===== src/rtl/capture_sequencer_if.sv =====
// Bundles the camera byte stream, capture controls and frame-buffer write bus
// of capture_sequencer. The DUT uses the slave view, the camera/host side the master view.
interface capture_sequencer_if;
  logic        reg_conf_finish;
  logic        cap_vsync;
  logic        cap_href;
  logic [7:0]  cap_d;
  logic [1:0]  frame_skip;
  logic        single_shot;
  logic        arm;
  logic        wr_en;
  logic [16:0] wr_addr;
  logic [11:0] wr_data;
  logic        frame_done;
  logic        frame_err;
  logic        busy;

  modport master (
    output reg_conf_finish, cap_vsync, cap_href, cap_d, frame_skip, single_shot, arm,
    input  wr_en, wr_addr, wr_data, frame_done, frame_err, busy
  );

  modport slave (
    input  reg_conf_finish, cap_vsync, cap_href, cap_d, frame_skip, single_shot, arm,
    output wr_en, wr_addr, wr_data, frame_done, frame_err, busy
  );
endinterface


===== src/rtl/capture_sequencer.sv =====
// Frame capture sequencer: packs an RGB565 camera byte stream into RGB444 frame-buffer
// writes, with frame skipping, single-shot hold and per-frame good/bad reporting.
module capture_sequencer #(
  parameter int H_BYTES = 640,
  parameter int V_LINES = 240
) (
  input logic                cap_pclk,
  input logic                reg_conf_rst,
  capture_sequencer_if.slave bus
);
  localparam int          PIX_TOTAL = (H_BYTES / 2) * V_LINES;
  localparam logic [16:0] ADDR_MAX  = 17'(PIX_TOTAL - 1);

  typedef enum logic [2:0] {IDLE, WAIT_SOF, SKIP, CAPTURE, HOLD} state_t;

  state_t      r_state;
  state_t      w_nextState;

  logic        r_vsync;
  logic        r_href;
  logic        r_phase;
  logic        r_wrEn;
  logic        r_full;
  logic        r_lineErr;
  logic        r_frameDone;
  logic        r_frameErr;
  logic [1:0]  r_skipCnt;
  logic [6:0]  r_hiBits;
  logic [15:0] r_byteCnt;
  logic [15:0] r_lineCnt;
  logic [16:0] r_wrAddr;
  logic [11:0] r_wrData;

  logic        w_vsyncRise;
  logic        w_vsyncFall;
  logic        w_lineEnd;
  logic        w_full;
  logic        w_lineErrNow;
  logic        w_frameGood;
  logic [15:0] w_lineCntNow;
  logic [11:0] w_pixel;
  logic        w_busy;
  logic        w_inCapture;
  logic        w_skipAdvance;
  logic        w_capEntry;
  logic        w_frameEnd;
  logic        w_takeByte;

  assign w_vsyncRise  = bus.cap_vsync & ~r_vsync;
  assign w_vsyncFall  = ~bus.cap_vsync & r_vsync;
  assign w_lineEnd    = r_href & ~bus.cap_href;
  // A write still in flight at the last address already counts as a full frame.
  assign w_full       = r_full | (r_wrEn & (r_wrAddr == ADDR_MAX));
  assign w_lineErrNow = r_lineErr | (w_lineEnd & (r_byteCnt != 16'(H_BYTES))) | bus.cap_href;
  assign w_lineCntNow = r_lineCnt + {15'd0, w_lineEnd};
  assign w_frameGood  = ~w_lineErrNow & (w_lineCntNow == 16'(V_LINES)) & w_full;
  assign w_pixel      = {r_hiBits, bus.cap_d[7], bus.cap_d[4:1]};

  always_ff @(posedge cap_pclk or posedge reg_conf_rst) begin
    if (reg_conf_rst) begin
      r_state <= IDLE;
    end else begin
      r_state <= w_nextState;
    end
  end

  always_comb begin
    w_nextState = r_state;
    if (!bus.reg_conf_finish) begin
      w_nextState = IDLE;
    end else begin
      case (r_state)
        IDLE:     w_nextState = WAIT_SOF;
        WAIT_SOF: if (w_vsyncFall) w_nextState = (r_skipCnt == 2'd0) ? CAPTURE : SKIP;
        SKIP:     if (w_vsyncRise) w_nextState = WAIT_SOF;
        CAPTURE:  if (w_vsyncRise) w_nextState = bus.single_shot ? HOLD : WAIT_SOF;
        HOLD:     if (bus.arm) w_nextState = WAIT_SOF;
        default:  w_nextState = IDLE;
      endcase
    end
  end

  always_comb begin
    w_busy        = (r_state == CAPTURE);
    w_inCapture   = w_busy & bus.reg_conf_finish;
    w_skipAdvance = (r_state == WAIT_SOF) & bus.reg_conf_finish & w_vsyncFall;
    w_capEntry    = w_skipAdvance & (r_skipCnt == 2'd0);
    w_frameEnd    = w_inCapture & w_vsyncRise;
    w_takeByte    = w_inCapture & ~w_vsyncRise & bus.cap_href;
  end

  always_ff @(posedge cap_pclk or posedge reg_conf_rst) begin
    if (reg_conf_rst) begin
      r_vsync     <= 1'b0;
      r_href      <= 1'b0;
      r_phase     <= 1'b0;
      r_wrEn      <= 1'b0;
      r_full      <= 1'b0;
      r_lineErr   <= 1'b0;
      r_frameDone <= 1'b0;
      r_frameErr  <= 1'b0;
      r_skipCnt   <= 2'd0;
      r_hiBits    <= 7'd0;
      r_byteCnt   <= 16'd0;
      r_lineCnt   <= 16'd0;
      r_wrAddr    <= 17'd0;
      r_wrData    <= 12'd0;
    end else begin
      r_vsync     <= bus.cap_vsync;
      r_href      <= bus.cap_href;
      r_wrEn      <= 1'b0;
      r_frameDone <= 1'b0;
      r_frameErr  <= 1'b0;

      if (w_skipAdvance) begin
        r_skipCnt <= (r_skipCnt == bus.frame_skip) ? 2'd0 : r_skipCnt + 2'd1;
      end

      // Address advances after each strobe and saturates at the last pixel.
      if (r_wrEn) begin
        if (r_wrAddr == ADDR_MAX) r_full <= 1'b1;
        else                      r_wrAddr <= r_wrAddr + 17'd1;
      end

      if (w_capEntry) begin
        r_wrAddr  <= 17'd0;
        r_full    <= 1'b0;
        r_lineCnt <= 16'd0;
        r_lineErr <= 1'b0;
        r_phase   <= 1'b0;
        r_byteCnt <= 16'd0;
      end else if (w_frameEnd) begin
        r_frameDone <= w_frameGood;
        r_frameErr  <= ~w_frameGood;
        r_phase     <= 1'b0;
        r_byteCnt   <= 16'd0;
      end else if (w_takeByte) begin
        r_byteCnt <= (r_byteCnt == 16'hFFFF) ? r_byteCnt : r_byteCnt + 16'd1;
        r_phase   <= ~r_phase;
        if (!r_phase) begin
          r_hiBits <= {bus.cap_d[7:4], bus.cap_d[2:0]};
        end else if (w_full) begin
          r_lineErr <= 1'b1;
        end else begin
          r_wrEn   <= 1'b1;
          r_wrData <= w_pixel;
        end
      end else if (w_inCapture) begin
        r_phase <= 1'b0;
        if (w_lineEnd) begin
          r_lineCnt <= (r_lineCnt == 16'hFFFF) ? r_lineCnt : r_lineCnt + 16'd1;
          r_byteCnt <= 16'd0;
          if (r_byteCnt != 16'(H_BYTES)) r_lineErr <= 1'b1;
        end
      end
    end
  end

  assign bus.wr_en      = r_wrEn;
  assign bus.wr_addr    = r_wrAddr;
  assign bus.wr_data    = r_wrData;
  assign bus.frame_done = r_frameDone;
  assign bus.frame_err  = r_frameErr;
  assign bus.busy       = w_busy;
endmodule


===== src/flat_wrapper.sv =====
// flat-port wrapper written by rule: the top's interface ports become plain ports
module capture_sequencer_flat 
#(
  parameter int H_BYTES = 640,
  parameter int V_LINES = 240
)
  (cap_pclk, reg_conf_rst, bus_reg_conf_finish, bus_cap_vsync, bus_cap_href, bus_cap_d, bus_frame_skip, bus_single_shot, bus_arm, bus_wr_en, bus_wr_addr, bus_wr_data, bus_frame_done, bus_frame_err, bus_busy);
  capture_sequencer_if bus_i ();
  input logic cap_pclk;
  input logic reg_conf_rst;
  input wire logic [$bits(bus_i.reg_conf_finish)-1:0] bus_reg_conf_finish;
  input wire logic [$bits(bus_i.cap_vsync)-1:0] bus_cap_vsync;
  input wire logic [$bits(bus_i.cap_href)-1:0] bus_cap_href;
  input wire logic [$bits(bus_i.cap_d)-1:0] bus_cap_d;
  input wire logic [$bits(bus_i.frame_skip)-1:0] bus_frame_skip;
  input wire logic [$bits(bus_i.single_shot)-1:0] bus_single_shot;
  input wire logic [$bits(bus_i.arm)-1:0] bus_arm;
  output wire logic [$bits(bus_i.wr_en)-1:0] bus_wr_en;
  output wire logic [$bits(bus_i.wr_addr)-1:0] bus_wr_addr;
  output wire logic [$bits(bus_i.wr_data)-1:0] bus_wr_data;
  output wire logic [$bits(bus_i.frame_done)-1:0] bus_frame_done;
  output wire logic [$bits(bus_i.frame_err)-1:0] bus_frame_err;
  output wire logic [$bits(bus_i.busy)-1:0] bus_busy;
  assign bus_i.reg_conf_finish = bus_reg_conf_finish;
  assign bus_i.cap_vsync = bus_cap_vsync;
  assign bus_i.cap_href = bus_cap_href;
  assign bus_i.cap_d = bus_cap_d;
  assign bus_i.frame_skip = bus_frame_skip;
  assign bus_i.single_shot = bus_single_shot;
  assign bus_i.arm = bus_arm;
  assign bus_wr_en = bus_i.wr_en;
  assign bus_wr_addr = bus_i.wr_addr;
  assign bus_wr_data = bus_i.wr_data;
  assign bus_frame_done = bus_i.frame_done;
  assign bus_frame_err = bus_i.frame_err;
  assign bus_busy = bus_i.busy;
  capture_sequencer #(.H_BYTES(H_BYTES), .V_LINES(V_LINES)) u_core (.cap_pclk(cap_pclk), .reg_conf_rst(reg_conf_rst), .bus(bus_i));
endmodule

===== config.mk =====
export PLATFORM = sky130hd
export DESIGN_NAME = capture_sequencer_flat
export DESIGN_NICKNAME = d
export VERILOG_FILES = /design/src/rtl/capture_sequencer_if.sv /design/src/rtl/capture_sequencer.sv /design/src/flat_wrapper.sv
export SDC_FILE = /design/constraint.sdc
export NUM_CORES = 1
export LEC_CHECK = 0
export BUFFER_PORTS_ARGS = -buffer_cell sky130_fd_sc_hd__buf_2
export CORE_MARGIN = 10
export CORE_UTILIZATION = 55
export CTS_BUF_LIST = sky130_fd_sc_hd__clkbuf_8
export DETAILED_ROUTE_END_ITERATION = 8
export PLACE_DENSITY = 0.76
export REMOVE_ABC_BUFFERS = 1
export SETUP_SLACK_MARGIN = 0.1
export SLEW_MARGIN = 40
export SYNTH_ARGS = -nofsm -noshare
export SYNTH_HDL_FRONTEND = slang
export SYNTH_SLANG_ARGS = --single-unit

===== constraint.sdc =====
create_clock -name cap_pclk -period 5.31 [get_ports cap_pclk]
set_clock_uncertainty 0.15 [all_clocks]
set_input_delay 1.062 -clock cap_pclk [delete_from_list [all_inputs] [get_ports cap_pclk]]
set_output_delay 1.062 -clock cap_pclk [all_outputs]
set_load 0.1 [all_outputs]

---- Word level (Yosys, flattened, before mapping) ----
Cells that the tools add are included.
W data, S select, Z words.
word-level totals
  flip-flop bits (word level) ............. 81
  input port bits ......................... 17
  output and inout bits ................... 33
  word-level logic and storage cells ...... 135
operators by class
  $add $sub $neg .......................... 5
  equal/unequal tests ..................... 21
  muxes and demuxes ....................... 48
  bitwise gates (word level) .............. 27
  reduce and logical (&&, ||, !) cells .... 19
operators by type and width
  cell                     count
  $mux W16                 12
  $mux W17                 3
  $add A16 B1 Y16 const B  2
  $eq A16 B16 Y1 const B   2
  $mux W1                  25
  $mux W3                  6
  $add A17 B1 Y17 const B  1
  $eq A17 B17 Y1 const B   1
  $add A16 B1 Y16          1
  $eq A16 B8 Y1 const B    1
  $ne A16 B10 Y1 const B   1
  $pmux W3 S5              1
  $and A1 B1 Y1            14
  $not A1 Y1               10
  $reduce_and A5 Y1        2
  $ne A3 B2 Y1 const B     3
  $reduce_bool A3 Y1       3
  $ne A2 B1 Y1 const B     4
  $reduce_and A4 Y1        2
  $reduce_bool A2 Y1       4
  $reduce_bool A4 Y1       2
  $eq A3 B2 Y1 const B     2
  $ne A3 B1 Y1 const B     2
  $reduce_and A6 Y1        1
  12 further kinds         15

---- Depth between registers and ports, before layout ----
Gate-level depths: netlist (run 1).
  word-level depth ........................ 11
  depth in mapped cells ................... 10

---- Worst setup path before layout (run 1) ----
No wires, ideal clock.
  kind .................................... input port to flip-flop
  start ................................... input port bus_reg_conf_finish
  end ..................................... register u_core.r_lineCnt[15]
  arrival time ............................ 2,696 ps
  data required time ...................... 5,082 ps
  path slack .............................. 2,386 ps
  cell stages on the path ................. 7
  cell sequence ........................... and4b_1 > buf_4 > nand3_4 > or4_1 > buf_2 > or4_1 > a21oi_1
between the ends
  word-level cells in the longest chain between the ends .. 5
  elaborated cells on any way between the ends .. 14
  classes of those cells .................. eq/ne: 3; mux: 1; bitwise: 7; reduce/logical: 3
ends and longest elaborated chain
  what                                                                 line                                              source
  start, declared                                                      flat_wrapper.sv:11                                input wire logic [$bits(bus_i.reg_conf_finish)-1:0] bus_reg_conf_finish;
  $and A1 B1 Y1 (on tied branches)                                     capture_sequencer.sv:86, capture_sequencer.sv:85
  $and A1 B1 Y1 (on tied branches)                                     capture_sequencer.sv:86, capture_sequencer.sv:89
  $and A1 B1 Y1 (on tied branches)                                     capture_sequencer.sv:87, capture_sequencer.sv:89
  $ne A2 B1 Y1 (no source line) or $reduce_bool A2 Y1 (tied branches)  n/a
  $reduce_and A5 Y1 (no source line)                                   n/a
  end signal, assigned                                                 capture_sequencer.sv:151                          r_lineCnt <= (r_lineCnt == 16'hFFFF) ? r_lineCnt : r_lineCnt + 16'd1;
  end, declared                                                        capture_sequencer.sv:30                           logic [15:0] r_lineCnt;
Parallel ways exist; a longest one is shown, timed or not.
A chain may end at the register's enable or synchronous reset.

---- Final worst setup path (run 1) ----
Ends and elaborated chain as after synthesis.

==> results of run 1 <==
## how the worst max path moves through the flow
stage	to	slack (ps)	cells after the start
after floorplan	u_core.r_byteCnt[3]	1950	5
after global placement	u_core.bus.frame_done	2120	9
after detailed placement	u_core.r_lineCnt[15]	2060	6
after CTS	bus_busy	2410	3
after global routing	u_core.r_byteCnt[1]	2240	6
final	u_core.r_lineCnt[15]	2400	6
## worst max-delay path, delay by kind of cell
| family | cells | cell delay (ps) |
|---|---|---|
| AO/OA/AOI/OAI | 1 | 150 |
| buffers and inverters | 1 | 140 |
| AND/OR/NAND/NOR | 4 | 1680 |
## where the power goes
part	switching [W]	internal, W
clock network	0.000243	0.000236
logic	0.000658	0.000152
registers	0.000110	0.000712
total	0.00101	0.00110
## layer usage
layer	vias up	global-route usage [%]	share of wire (%)
met3	21	3.99	6.3
met2	101	25.3	45
met4	0	6.78	1.9
met5	-	0	0
li1	1712	-	-
met1	1759	23.0	46
## kinds of logic after synthesis
family	after synthesis	share of synthesized area (%)
fa+ha+maj	7	2.03
buf+inv	32	3.10
flops	81	47.0
mux	24	6.15
compound gates	96	14.4
xor+xnor	18	3.65
simple gates	178	23.7
## area by class of cell
cell class | count | area (sq um) | area share (%)
clock inverter | 6 | 72.6 | 1.50
clock buffer | 10 | 138 | 2.85
sequential | 81 | 2030 | 42.0
multi-input combinational | 323 | 2160 | 44.7
timing repair buffer | 52 | 268 | 5.55
tap | 102 | 128 | 2.65
inverter | 9 | 35.0 | 0.726
## per-stage QoR
stage / setup WS, ps / hold slack, ps / power (W) / util (%)
floorplan: 1950 / 307 / 0.00149 / -
global placement: 2120 / 335 / 0.00163 / 60.0
detailed placement: 2060 / 341 / 0.00165 / 60.0
CTS: 2410 / 361 / 0.00213 / 62.7
global route: 2240 / 378 / 0.00222 / 62.7
finish: 2400 / 356 / 0.00211 / 62.7
## flip-flops by register name, indices dropped and copies added, names as in the netlist
| signal | count |
|---|---|
| u_core.bus.frame_done | 1 |
| u_core.bus.frame_err | 1 |
| u_core.bus.wr_addr | 17 |
| u_core.bus.wr_data | 12 |
| u_core.bus.wr_en | 1 |
| u_core.r_byteCnt | 16 |
| u_core.r_full | 1 |
| u_core.r_hiBits | 7 |
| u_core.r_href | 1 |
| u_core.r_lineCnt | 16 |
| u_core.r_lineErr | 1 |
| u_core.r_phase | 1 |
| u_core.r_skipCnt | 2 |
| u_core.r_state | 3 |
| u_core.r_vsync | 1 |
## cells in the final DEF (no fill, tap or decap), types with 10 or more instances in the layout
cell / instances
sky130_fd_sc_hd__a21oi_1: 26
sky130_fd_sc_hd__and3_1: 16
sky130_fd_sc_hd__buf_2: 49
sky130_fd_sc_hd__clkbuf_8: 10
sky130_fd_sc_hd__dfrtp_1: 81
sky130_fd_sc_hd__mux2_2: 20
sky130_fd_sc_hd__nand2_1: 27
sky130_fd_sc_hd__nand3_1: 16
sky130_fd_sc_hd__nand4_1: 14
sky130_fd_sc_hd__nor2_1: 27
sky130_fd_sc_hd__nor4_1: 12
sky130_fd_sc_hd__o21ai_0: 21
sky130_fd_sc_hd__o31ai_1: 15
sky130_fd_sc_hd__or3_1: 13
sky130_fd_sc_hd__or4_1: 10
sky130_fd_sc_hd__xor2_1: 12
==> impl_metrics.json, run 1 <==
{
  "result_of_the_run": "finished, final reports clean",
  "hold_buffers": 0,
  "vias": 3593,
  "critical_path.endpoint_type": "flop",
  "grt_pass1_vias": 3483,
  "internal_reg_to_reg_setup_slack_ps": 2640,
  "fin_tns_setup_ps": 0,
  "place.gp.congestion": 0.902,
  "yosysUniqueCellTypes": 55,
  "layout_worst_path_cycle_share_pct": 54.8,
  "r2r.worst_path.cells": 6,
  "dp_hpwl_um": 6800,
  "worstPathRequired_ps": 5440,
  "worst_slew_pin_slew_ps": 742,
  "antennaDiodeCount": 0,
  "hold_path_depth": 1,
  "ctsRootBufferMaster": "sky130_fd_sc_hd__clkbuf_8",
  "floorplan.die_area_sq_um": 11800,
  "r2r_end": "u_core.bus.wr_data[8]",
  "maxSlewHeadroom_pct": 50.5,
  "initial_utilization_pct": 56.2,
  "ys_ff_latch": 81,
  "avgRoutedWirePerCell_um": 16.3,
  "synthArstFlopShare_pct": 100,
  "unrepaired_setup_endpoints_after_global_routing": "false",
  "worst-setup-path-type": "in -> reg",
  "worstSetupStartpoint": "bus_reg_conf_finish",
  "synth_ff_type": "sky130_fd_sc_hd__dfrtp_1",
  "buffer_ports.inserted": 49,
  "clock_insertion_delay_worst_skew_ps": 360,
  "launching_element_type_of_the_critical_path": "input port",
  "cts_sinks": 81,
  "rows": 32,
  "synthesis.area_per_instance_sq_um": 9.90,
  "grt-ovfl-total": 0,
  "final.min_clock_period_ps": 2910,
  "crit_path_top_delay_cell": "sky130_fd_sc_hd__or4_1",
  "r2r-start": "u_core.bus.wr_addr[0]",
  "first_pass_iteration_count_of_the_detailed_router": 5,
  "tritoncts_clock_tree": "done",
  "worst_hold_path.endpoint": "u_core.bus.wr_data[2]",
  "finalWirelength_um": 9510,
  "number_of_antenna_violations_at_the_first_check_in_global_routing": 0,
  "ir_worst_vdd_mv": 0.221,
  "synthesis.instances": 436,
  "critical_path.max_fanout": 7,
  "final_net_count": 500,
  "clock.fmax_mhz": 343,
  "area.growth.synth_to_final_pct": 11.7,
  "syn_area_sq_um": 4320,
  "cts_made_buffers": 9,
  "cp_common_cell": "sky130_fd_sc_hd__or4_1",
  "grt_util_all_layers_pct": 16.9,
  "die_x_um": 109,
  "core-area_sq_um": 7690,
  "final_cell_area_sq_um": 4820,
  "maximum_number_of_pins_on_one_net_before_global_route_repair": 54,
  "setup-violations-final": 0,
  "fin_cells": 583,
  "min_from": "u_core.bus.wr_data[2]",
  "cts-root-to-sink-buffers": 2,
  "die_height_um": 109,
  "power.density_cell_area_nw_per_um2": 438,
  "synth.most_common_cell": "sky130_fd_sc_hd__dfrtp_1",
  "synth_enable_flop_cells": 0,
  "yosysWarningCount": 0,
  "synth_largest_type_area_fraction_pct": 47.0,
  "cts.clk_slew.worst_paths_ps": 90,
  "yosysSeqAreaShare_pct": 47.0,
  "library_cell_with_the_largest_summed_area_after_synthesis": "sky130_fd_sc_hd__dfrtp_1",
  "filler_cell_count": 677,
  "worst_hold_path_type": "reg -> reg",
  "drv_cap": 0,
  "post-route-drc-count": 0,
  "num_io_pins": 50,
  "p_leak_nw": 2.13,
  "grt_first_pass_wirelength_um": 16500,
  "final_max_slew_viol_count": 0,
  "dr.first_iter.drc_count": 173,
  "detail-route-antenna-nets": 0,
  "cp_slowest_stage_delay_ps": 660,
  "final-hold-violation-count": 0,
  "post_drt_via_cell_ratio": 6.16,
  "worst_path_arrival_ps": 3040,
  "netlist_top_cells_area": "sky130_fd_sc_hd__dfrtp_1 (47%), sky130_fd_sc_hd__mux2_2 (5.2%), sky130_fd_sc_hd__a21oi_1 (3.0%)",
  "cts.repair_timing.setup_buffer_count": 0,
  "placedInstanceArea_sq_um": 4610,
  "synth_commonest_cells": "sky130_fd_sc_hd__dfrtp_1 (81), sky130_fd_sc_hd__nand2_1 (27), sky130_fd_sc_hd__nor2_1 (27)",
  "post_route_cells_drive_above_1_share_pct": 19.8,
  "cts-htree-levels": 3,
  "timing.critical_path.cells": "buf_2 > and4b_1 > nand3_4 > or4_1 > or4_1 > a21oi_1",
  "instance_count_after_placement_with_tap_cells_included": 567,
  "cts_resized": 0
}
Power figures use the tool's default switching activity.
==> run 2, diff against run 1 <==
--- a/config.mk
+++ b/config.mk
@@ -10,7 +10,7 @@
 export CORE_UTILIZATION = 55
 export CTS_BUF_LIST = sky130_fd_sc_hd__clkbuf_8
 export DETAILED_ROUTE_END_ITERATION = 8
-export PLACE_DENSITY = 0.76
+export PLACE_DENSITY = 0.79
 export REMOVE_ABC_BUFFERS = 1
 export SETUP_SLACK_MARGIN = 0.1
 export SLEW_MARGIN = 40
==> constraint.sdc (replaced) <==
create_clock -name cap_pclk -period 2.4 [get_ports cap_pclk]
set_clock_uncertainty 0.15 [all_clocks]
set_input_delay 0.48 -clock cap_pclk [delete_from_list [all_inputs] [get_ports cap_pclk]]
set_output_delay 0.48 -clock cap_pclk [all_outputs]
set_load 0.1 [all_outputs]
==> impl_metrics.json, run 2 (synthesis gave the netlist of run 1 again) <==
{
  "result_of_the_run": "finished, final reports clean",
  "dp_hpwl_um": 7510,
  "setup-violations-final": 0,
  "fin_tns_setup_ps": 0,
  "cts-root-to-sink-buffers": 2,
  "crit_path_top_delay_cell": "sky130_fd_sc_hd__or4_4",
  "place.gp.congestion": 0.926,
  "power.density_cell_area_nw_per_um2": 879,
  "initial_utilization_pct": 56.2,
  "vias": 3845,
  "floorplan.die_area_sq_um": 11800,
  "r2r-start": "u_core.r_lineCnt[0]",
  "maxSlewHeadroom_pct": 48.0,
  "cts_sinks": 81,
  "worst-setup-path-type": "reg -> reg",
  "grt_pass1_vias": 3791,
  "first_pass_iteration_count_of_the_detailed_router": 5,
  "timing.final.ws_setup_ps": 92.6,
  "worst_hold_path_type": "in -> reg",
  "number_of_antenna_violations_at_the_first_check_in_global_routing": 0,
  "clock.fmax_mhz": 433,
  "final-hold-violation-count": 0,
  "totalPowerFinal_w": 0.00472,
  "grt_first_pass_wirelength_um": 17500,
  "timing.critical_path.cells": "ha_1 > nand3_1 > nor4_1 > or4_4 > or4_1 > a21oi_1",
  "filler_cell_count": 565,
  "num_io_pins": 50,
  "layout_common_cells": "sky130_fd_sc_hd__dfrtp_1 (80), sky130_fd_sc_hd__buf_4 (57), sky130_fd_sc_hd__buf_2 (48)",
  "maximum_number_of_pins_on_one_net_before_global_route_repair": 41,
  "fin_util_pct": 69.8,
  "post_route_cells_drive_above_1_share_pct": 31.8,
  "worst_path_arrival_ps": 2450,
  "final_max_slew_viol_count": 0,
  "core-area_sq_um": 7690,
  "area.growth.synth_to_final_pct": 24.3,
  "min_from": "bus_cap_vsync",
  "r2r.worst_path.cells": 6,
  "final.min_clock_period_ps": 2310,
  "largest_register_ff_count": 17,
  "launching_element_type_of_the_critical_path": "flop",
  "cts-htree-levels": 3,
  "post_drt_via_cell_ratio": 5.98,
  "detail-route-antenna-nets": 0,
  "ir_worst_vdd_mv": 0.529,
  "critical_path.max_fanout": 4,
  "worstPathRequired_ps": 2540,
  "internal_reg_to_reg_setup_slack_ps": 90,
  "worst_slew_pin_slew_ps": 779,
  "die_height_um": 109,
  "pre_cts_slack_ps": -146,
  "layout_worst_path_cycle_share_pct": 96.1,
  "finalWirelength_um": 10700,
  "cts.clk_slew.worst_paths_ps": 90,
  "cp_slowest_stage_delay_ps": 570,
  "ctsRootBufferMaster": "sky130_fd_sc_hd__clkbuf_8",
  "hold_path_depth": 1,
  "tritoncts_clock_tree": "done",
  "dr.first_iter.drc_count": 262,
  "unrepaired_setup_endpoints_after_global_routing": "true",
  "antennaDiodeCount": 0,
  "grt_util_all_layers_pct": 17.9,
  "final_net_count": 560,
  "cts_made_buffers": 9,
  "clock_insertion_delay_worst_skew_ps": 370,
  "rows": 32,
  "worst_hold_path.endpoint": "u_core.r_vsync",
  "post-route-drc-count": 0,
  "grt-ovfl-total": 0,
  "mostFrequentLayoutCell": "sky130_fd_sc_hd__dfrtp_1",
  "p_leak_nw": 2.42,
  "die_x_um": 109,
  "buffer_ports.inserted": 49,
  "r2r_end": "u_core.r_lineCnt[15]",
  "fin_worst_hold_slack_ps": 122,
  "critical_path.endpoint_type": "flop",
  "drv_cap": 0,
  "avgRoutedWirePerCell_um": 16.6
}
[run 2: worst max path at each step]
stage	from	to	slack, ps	cells past startpoint
floorplan	u_core.bus.wr_addr[0]	u_core.bus.wr_data[0]	-390	6
global placement	bus_cap_vsync	u_core.r_byteCnt[9]	-90	7
detailed placement	bus_cap_href	u_core.bus.frame_done	-150	9
CTS	u_core.r_state[0]	u_core.r_byteCnt[15]	100	8
global route	u_core.r_lineCnt[0]	u_core.r_lineCnt[15]	-3	6
finish	u_core.r_lineCnt[0]	u_core.r_lineCnt[15]	90	6
[run 2: final cells by class]
| class | count | area, sq um | share of cell area, % |
|---|---|---|---|
| Clock buffer | 9 | 124 | 2.31 |
| Clock inverter | 7 | 57.6 | 1.07 |
| Inverter | 9 | 35.0 | 0.653 |
| Multi-Input combinational cell | 323 | 2230 | 41.6 |
| Sequential cell | 81 | 2030 | 37.8 |
| Tap cell | 102 | 128 | 2.38 |
| Timing Repair Buffer | 112 | 759 | 14.2 |
[run 2: report_power, final]
part           internal (W)  total, W  switching, W
Clock              0.000392  0.000948      0.000556
Combinational      0.000446   0.00195       0.00151
Sequential          0.00158   0.00182      0.000240
Total               0.00241   0.00472       0.00230
[run 2: repair_timing]
item / 4_1_cts / 5_1_grt
pin swaps: 3 / 11
setup endpoints to repair: 19 / 43
gates resized for setup: 2 / 20
buffers inserted: 1 / 10
hold endpoints to repair: 21 / 0
hold buffers: 1 / 0
[run 2: worst max-delay path, delay by kind of cell, from the launching register on]
family | cells | cell delay [ps]
adders and majority gates | 1 | 260
AOI/OAI and AO/OA | 1 | 150
and+or+nand+nor | 4 | 1290
DFF | 1 | 390
[run 2: metrics by stage]
step	instances	instance area, sq um
6_report	643	5370
5_1_grt	643	5370
4_1_cts	633	5200
3_5_place_dp	615	5000
3_3_place_gp	615	5000
2_1_floorplan	413	4220
[run 2: routing by layer]
layer	part of all wire, %	track usage (%)
met3	7.3	5.35
met4	1.6	8.38
met5	0	0
met1	43	22.5
met2	48	27.8
